<file path="src/rtl/packet_serializer.sv">
// Packet serializer: accepts one complete packet and emits its flits, one per
// valid/ready handshake, toward the router injection port. A stall watchdog
// abandons the packet if downstream blocks for too long.
//
// Packet layout on the flat port (MSB first):
//   [PKT_WIDTH-1]                 is_complete
//   [PKT_WIDTH-2 -: TAIL_WIDTH]   tail_index (number of flits, 1..MAX_FLITS)
//   [i*FLIT_WIDTH +: FLIT_WIDTH]  buffer[i]; flits are forwarded verbatim
module packet_serializer #(
    parameter int unsigned MAX_FLITS   = 8,
    parameter int unsigned STALL_LIMIT = 255,
    parameter int unsigned COUNT_WIDTH = 16,
    parameter int unsigned FLIT_WIDTH  = 32,
    localparam int unsigned TAIL_WIDTH = $clog2(MAX_FLITS + 2),
    localparam int unsigned BUF_WIDTH  = MAX_FLITS * FLIT_WIDTH,
    localparam int unsigned PKT_WIDTH  = 1 + TAIL_WIDTH + BUF_WIDTH
) (
    input  logic                   nocclk,
    input  logic                   rst_n,
    input  logic [PKT_WIDTH-1:0]   packet,
    input  logic                   packet_valid,
    output logic                   packet_ready,
    output logic [FLIT_WIDTH-1:0]  flit,
    output logic                   flit_valid,
    input  logic                   flit_ready,
    output logic                   busy,
    output logic                   error,
    output logic [COUNT_WIDTH-1:0] sent_count
);

    localparam int unsigned IdxW   = (MAX_FLITS > 1) ? $clog2(MAX_FLITS) : 1;
    localparam int unsigned StallW = (STALL_LIMIT > 0) ? $clog2(STALL_LIMIT + 1) : 1;
    localparam bit          StallEn = (STALL_LIMIT != 0);
    localparam logic [StallW-1:0]     StallLimitC = StallW'(STALL_LIMIT);
    localparam logic [TAIL_WIDTH-1:0] MaxTailC    = TAIL_WIDTH'(MAX_FLITS);

    typedef enum logic [0:0] {StIdle, StSend} state_e;

    state_e                               state_q;
    logic [MAX_FLITS-1:0][FLIT_WIDTH-1:0] buf_q;
    logic [IdxW-1:0]                      idx_q;
    logic [IdxW-1:0]                      last_q;
    logic [StallW-1:0]                    stall_q;

    logic                  in_complete;
    logic [TAIL_WIDTH-1:0] in_tail;
    logic                  in_legal;
    logic                  accept;
    logic                  stall_hit;

    // Decode the presented packet and the watchdog threshold
    always_comb begin
        in_complete = packet[PKT_WIDTH-1];
        in_tail     = packet[PKT_WIDTH-2 -: TAIL_WIDTH];
        in_legal    = in_complete && (in_tail != '0) && (in_tail <= MaxTailC);
        accept      = packet_valid && packet_ready;
        // The stall that would bring the counter to the limit triggers the abandon
        stall_hit   = StallEn && ((stall_q + 1'b1) == StallLimitC);
    end

    // Control FSM with registered outputs
    always_ff @(posedge nocclk or negedge rst_n) begin
        if (!rst_n) begin
            state_q      <= StIdle;
            buf_q        <= '0;
            idx_q        <= '0;
            last_q       <= '0;
            stall_q      <= '0;
            packet_ready <= 1'b1;
            flit         <= '0;
            flit_valid   <= 1'b0;
            busy         <= 1'b0;
            error        <= 1'b0;
            sent_count   <= '0;
        end else begin
            error <= 1'b0;
            unique case (state_q)
                StIdle: begin
                    if (accept) begin
                        buf_q  <= packet[BUF_WIDTH-1:0];
                        idx_q  <= '0;
                        last_q <= IdxW'(in_tail - 1'b1);
                        if (in_legal) begin
                            state_q      <= StSend;
                            packet_ready <= 1'b0;
                            busy         <= 1'b1;
                            flit_valid   <= 1'b1;
                            flit         <= packet[FLIT_WIDTH-1:0];
                            stall_q      <= '0;
                        end else begin
                            error <= 1'b1;
                        end
                    end
                end
                StSend: begin
                    // flit_valid is always high here, so flit_ready alone means handshake
                    if (flit_ready) begin
                        stall_q <= '0;
                        if (idx_q == last_q) begin
                            state_q      <= StIdle;
                            packet_ready <= 1'b1;
                            busy         <= 1'b0;
                            flit_valid   <= 1'b0;
                            sent_count   <= sent_count + 1'b1;
                        end else begin
                            idx_q <= idx_q + 1'b1;
                            flit  <= buf_q[idx_q + 1'b1];
                        end
                    end else if (stall_hit) begin
                        // Abandon: downstream reclaims the partial packet on its own
                        state_q      <= StIdle;
                        packet_ready <= 1'b1;
                        busy         <= 1'b0;
                        flit_valid   <= 1'b0;
                        error        <= 1'b1;
                        stall_q      <= '0;
                    end else if (StallEn) begin
                        stall_q <= stall_q + 1'b1;
                    end
                end
                default: state_q <= StIdle;
            endcase
        end
    end

endmodule

</file>
<file path="config.mk">
export PLATFORM = sky130hd
export DESIGN_NAME = packet_serializer
export DESIGN_NICKNAME = d
export VERILOG_FILES = /design/src/rtl/packet_serializer.sv
export SDC_FILE = /design/constraint.sdc
export NUM_CORES = 1
export LEC_CHECK = 0
export ABC_AREA = 1
export BUFFER_PORTS_ARGS = -buffer_cell sky130_fd_sc_hd__buf_2
export CORE_ASPECT_RATIO = 1.1
export CORE_MARGIN = 2
export CORE_UTILIZATION = 59
export CTS_CLUSTER_DIAMETER = 150
export DETAILED_ROUTE_END_ITERATION = 10
export PLACE_DENSITY_LB_ADDON = 0.12
export SLEW_MARGIN = 20
export SYNTH_ARGS = -nofsm -noshare
export SYNTH_HDL_FRONTEND = slang
export SYNTH_SLANG_ARGS = --single-unit
</file>
<file path="constraint.sdc">
create_clock -name nocclk -period 3.4 [get_ports nocclk]
set_input_delay 0.51 -clock nocclk [delete_from_list [all_inputs] [get_ports nocclk]]
set_output_delay 0.51 -clock nocclk [all_outputs]
set_load 0.05 [all_outputs]
</file>
==> flow_results.xml <==
<?xml version="1.0" encoding="UTF-8"?>
<metrics>
  <group name="detailed_routing">
    <metric name="drt_first_pass_iters" unit="">5</metric>
    <metric name="finalWirelength" unit="um">41600</metric>
    <metric name="drt_iter0_drc" unit="">1102</metric>
    <metric name="vias_per_cell" unit="">5.41</metric>
    <metric name="wl_per_cell" unit="um">16.6</metric>
    <metric name="antenna_left" unit="">0</metric>
    <metric name="vias_after_detailed_routing" unit="">13500</metric>
    <metric name="drc" unit="">0</metric>
  </group>
  <group name="clock_tree">
    <metric name="cts-root-buf" unit="">clkbuf_16</metric>
    <metric name="tritoncts" unit="">built</metric>
    <metric name="cts_buffer_depth" unit="">3</metric>
    <metric name="clock-sinks" unit="">322</metric>
    <metric name="cts_post_setup_buffers_inserted" unit="">0</metric>
    <metric name="cts-htree-levels" unit="">2</metric>
    <metric name="cts.reportedPaths.clkPinSlew" unit="ps">60</metric>
    <metric name="worst_skew_pair.late_latency" unit="ps">510</metric>
    <metric name="holdBufCountCts" unit="">1</metric>
    <metric name="postCtsResizedCells" unit="">0</metric>
    <metric name="cts_inserted_buffers" unit="">34</metric>
  </group>
  <group name="die">
    <metric name="starting_density" unit="">0.595</metric>
    <metric name="fp.dieW" unit="um">156</metric>
    <metric name="floorplan.io_pins" unit="">317</metric>
    <metric name="core" unit="um2">25100</metric>
    <metric name="placement_rows" unit="">61</metric>
    <metric name="dieHeight" unit="um">171</metric>
    <metric name="dieArea" unit="um2">26600</metric>
  </group>
  <group name="critical_path">
    <metric name="cpMostUsedCell" unit="">o21ai_0</metric>
    <metric name="regToRegSetupSlack" unit="ps">510</metric>
    <metric name="critPathRequiredTime" unit="ps">3830</metric>
    <metric name="timing.critical_path.slowest_stage_cell" unit="">buf_4</metric>
    <metric name="critical_path.reg2reg.endpoint" unit="">flit[22]</metric>
    <metric name="critPathTopFamily" unit="">buffers and inverters</metric>
    <metric name="critical_path.cell_chain" unit="">inv_4 -&gt; buf_4 -&gt; o21ai_0 -&gt; o21ai_0 -&gt; nand2_1 -&gt; a31oi_1</metric>
    <metric name="endpoint_arrival_time_on_the_critical_path" unit="ps">3330</metric>
    <metric name="critPathLaunch" unit="">idx_q[0]</metric>
    <metric name="setup.worst_path.end_class" unit="">register</metric>
    <metric name="cp.buffers_inverters" unit="">2</metric>
    <metric name="peak_fanout_along_the_critical_path" unit="">86</metric>
    <metric name="slowest_delay" unit="ps">690</metric>
    <metric name="worst-setup-path-type" unit="">reg -&gt; reg</metric>
    <metric name="regToRegStartpoint" unit="">idx_q[0]</metric>
    <metric name="worstRegToRegCells" unit="">6</metric>
    <metric name="worst_setup_path_start_kind" unit="">register</metric>
  </group>
  <group name="synthesis">
    <metric name="yosysWarningCount" unit="">0</metric>
    <metric name="yosys_register_bits" unit="">322</metric>
    <metric name="ffs_w_async_s_r_synth" unit="">1.00</metric>
    <metric name="main_combinational_cell_family_by_area_after_synthesis" unit="">simple AND/OR/NAND/NOR gates</metric>
    <metric name="synthesis.nets" unit="">2169</metric>
    <metric name="synth.avg_cell_area" unit="um2">7.87</metric>
    <metric name="synth-compound-area-share" unit="">0.142</metric>
    <metric name="syn-cell-area" unit="um2">14900</metric>
    <metric name="synth_xor_xnor_area_share" unit="">0.0111</metric>
    <metric name="netlist-cell-type-count" unit="">31</metric>
    <metric name="yosys.area_share.simple" unit="">0.239</metric>
    <metric name="synth_adder_area_share" unit="">0.00419</metric>
    <metric name="commonest_register_cell_after_synthesis" unit="">dfrtp_1</metric>
    <metric name="mux_contribution_to_synthesized_area" unit="">0</metric>
    <metric name="synthesis.instances" unit="">1899</metric>
    <metric name="synth-edff-count" unit="">0</metric>
    <metric name="seq_area_frac_synth" unit="">0.539</metric>
  </group>
  <group name="min_path">
    <metric name="hold_path_depth" unit="">3</metric>
    <metric name="timing.hold.worst.class" unit="">in -&gt; reg</metric>
    <metric name="min_delay_worst_endpoint" unit="">buf_q[107]</metric>
    <metric name="min-delay-start" unit="">packet[107]</metric>
  </group>
  <group name="timing">
    <metric name="grt_setup_unrepaired" unit="">no</metric>
    <metric name="finalClockSkew" unit="ps">7.78</metric>
    <metric name="timing.final.crit_share" unit="">0.851</metric>
    <metric name="period_minus_slack" unit="ps">2890</metric>
    <metric name="fin_hold_ws" unit="ps">196</metric>
    <metric name="timing.setup.tns" unit="ps">0</metric>
    <metric name="setup_violations" unit="">0</metric>
    <metric name="clock.fmax" unit="MHz">345</metric>
    <metric name="final.setup.worst_slack" unit="ps">505</metric>
    <metric name="slew-limit-headroom" unit="">0.442</metric>
    <metric name="report.final.hold_viol_count" unit="">0</metric>
    <metric name="count_of_pins_over_their_slew_limit" unit="">0</metric>
    <metric name="slew_at_the_pin_closest_to_its_max_slew_limit" unit="ps">836</metric>
  </group>
  <group name="power">
    <metric name="power.leakage" unit="nW">9.73</metric>
    <metric name="part_of_the_total_power_dissipated_in_combinational_logic" unit="">0.037</metric>
    <metric name="clkPwrFrac" unit="">0.474</metric>
    <metric name="pwr_density_cell" unit="nW/um2">440</metric>
    <metric name="sequential_cell_fraction_of_total_power" unit="">0.489</metric>
    <metric name="total_switching_power" unit="mW">1.67</metric>
    <metric name="power.ir.vdd_worst" unit="uV">345</metric>
    <metric name="power.switching_fraction" unit="">0.212</metric>
    <metric name="internal-power" unit="mW">6.17</metric>
  </group>
  <group name="placement">
    <metric name="dpl.hpwl" unit="um">28400</metric>
    <metric name="gp_congestion" unit="">0.912</metric>
    <metric name="preCtsSetupSlack" unit="ps">613</metric>
    <metric name="portBuffers" unit="">316</metric>
  </group>
  <group name="finish">
    <metric name="ratio_of_cells_with_drive_above_1_in_the_final_layout" unit="">0.186</metric>
    <metric name="layout.cells.most_common" unit="">nand2_1</metric>
    <metric name="mostFrequentLayoutCells" unit="">775 x nand2_1, 320 x dfrtp_1, 315 x buf_2</metric>
    <metric name="nNetsFinal" unit="">2424</metric>
    <metric name="area_overhead_of_the_layout_relative_to_synthesis" unit="%">19.2</metric>
  </group>
  <group name="grt">
    <metric name="grt_usage" unit="">0.311</metric>
    <metric name="initial_antenna_violation_count" unit="">7</metric>
    <metric name="first_pass_grt_wire_length" unit="um">65300</metric>
    <metric name="number_of_global_route_vias_before_repair" unit="">12700</metric>
    <metric name="grt_max_degree" unit="">98</metric>
    <metric name="grt-ovfl-total" unit="">0</metric>
  </group>
  <group name="outcome">
    <metric name="run_status" unit="">finished clean</metric>
  </group>
  <group name="flow_run">
    <metric name="drv.max_cap_violation_count" unit="">0</metric>
  </group>
</metrics>
synth_stat cells, types with 2 or more instances:
| cell type | count | area [um2] |
|---|---|---|
| a21boi_0 | 23 | 173 |
| a21boi_1 | 3 | 22.5 |
| a21oi_1 | 64 | 320 |
| a31oi_1 | 27 | 169 |
| buf_1 | 6 | 22.5 |
| buf_2 | 58 | 290 |
| buf_4 | 6 | 45.0 |
| buf_6 | 4 | 45.0 |
| clkbuf_1 | 46 | 173 |
| dfrtp_1 | 321 | 8030 |
| ha_1 | 5 | 62.6 |
| inv_1 | 100 | 375 |
| inv_2 | 2 | 7.51 |
| nand2_1 | 775 | 2910 |
| nand2_2 | 4 | 25.0 |
| nand3_1 | 32 | 160 |
| nand4_1 | 3 | 18.8 |
| nor2_1 | 107 | 402 |
| nor3_1 | 6 | 30.0 |
| o211ai_1 | 6 | 45.0 |
| o21ai_0 | 259 | 1300 |
| o21ai_1 | 9 | 45.0 |
| o22ai_1 | 8 | 50.1 |
| xnor2_1 | 6 | 52.6 |
| xor2_1 | 13 | 114 |
worst register-to-register path, stage by stage (launching register included):
cell and delay, ps:
dfrtp_4 500, inv_4 590, buf_4 730, o21ai_0 160, o21ai_0 540, nand2_1 110
a31oi_1 180
layer usage:
| layer | vias to the layer above | share of wire | routed length [um] | global-route usage |
|---|---|---|---|---|
| met1 | 6384 | 0.43 | 17900 | 0.444 |
| met2 | 513 | 0.45 | 18800 | 0.477 |
| met4 | 0 | 0.037 | 1540 | 0.124 |
| met5 | - | 0 | 0 | 0 |
| li1 | 6548 | - | - | - |
| met3 | 98 | 0.080 | 3310 | 0.0565 |
stage by stage:
stage / cell area, um2 / total power, mW / util / cells
final: 17800 / 7.84 / 0.709 / 2502
after CTS: 17800 / 7.89 / 0.708 / 2494
after global placement: 16600 / 4.19 / 0.663 / 2432
after global routing: 17800 / 8.07 / 0.709 / 2500
after detailed placement: 16600 / 4.19 / 0.663 / 2432
after floorplan: 14900 / 3.93 / - / 1899
power by group through the flow:
stage / clock network, mW / registers, mW / logic (mW)
floorplan: 0 / 3.90 / 0.0242
global placement: 0 / 3.90 / 0.291
detailed placement: 0 / 3.90 / 0.292
CTS: 3.76 / 3.83 / 0.296
global route: 3.92 / 3.83 / 0.325
finish: 3.72 / 3.83 / 0.291
kinds of logic (layout without fill, tap and decap cells):
| family | Yosys count | count (layout) |
|---|---|---|
| AOI/OAI and AO/OA | 399 | 399 |
| buffers and inverters | 223 | 503 |
| adders and majority gates | 5 | 5 |
| DFF | 322 | 322 |
| and+or+nand+nor | 931 | 931 |
| other | 0 | 8 |
| xor gates and xnor gates | 19 | 19 |
cell type report:
class | count | area, um2
clock inverters | 10 | 78.8
inverters | 103 | 394
fillers | 2094 | 7310
multi-input cells | 1354 | 5940
clock buffers | 51 | 1050
diodes | 8 | 20.0
repair buffers | 339 | 1870
flip-flops and latches | 322 | 8060
well taps | 315 | 394
state kept, by name (all words and copies together) (netlist names):
signal	flops
idx_q	3
packet_ready	1
error	1
last_q	3
stall_q	8
sent_count	16
buf_q	256
busy	1
flit	32
state_q	1
worst max-delay path by stage:
stage,endpoint,slack [ps],cells after the start
3_3_place_gp,flit[22],710,6
2_1_floorplan,buf_q[46],1630,8
6_report,flit[22],510,6
5_1_grt,flit[22],400,6
3_5_place_dp,flit[22],610,6
4_1_cts,flit[22],600,6
(Power assumes the default switching activity.)
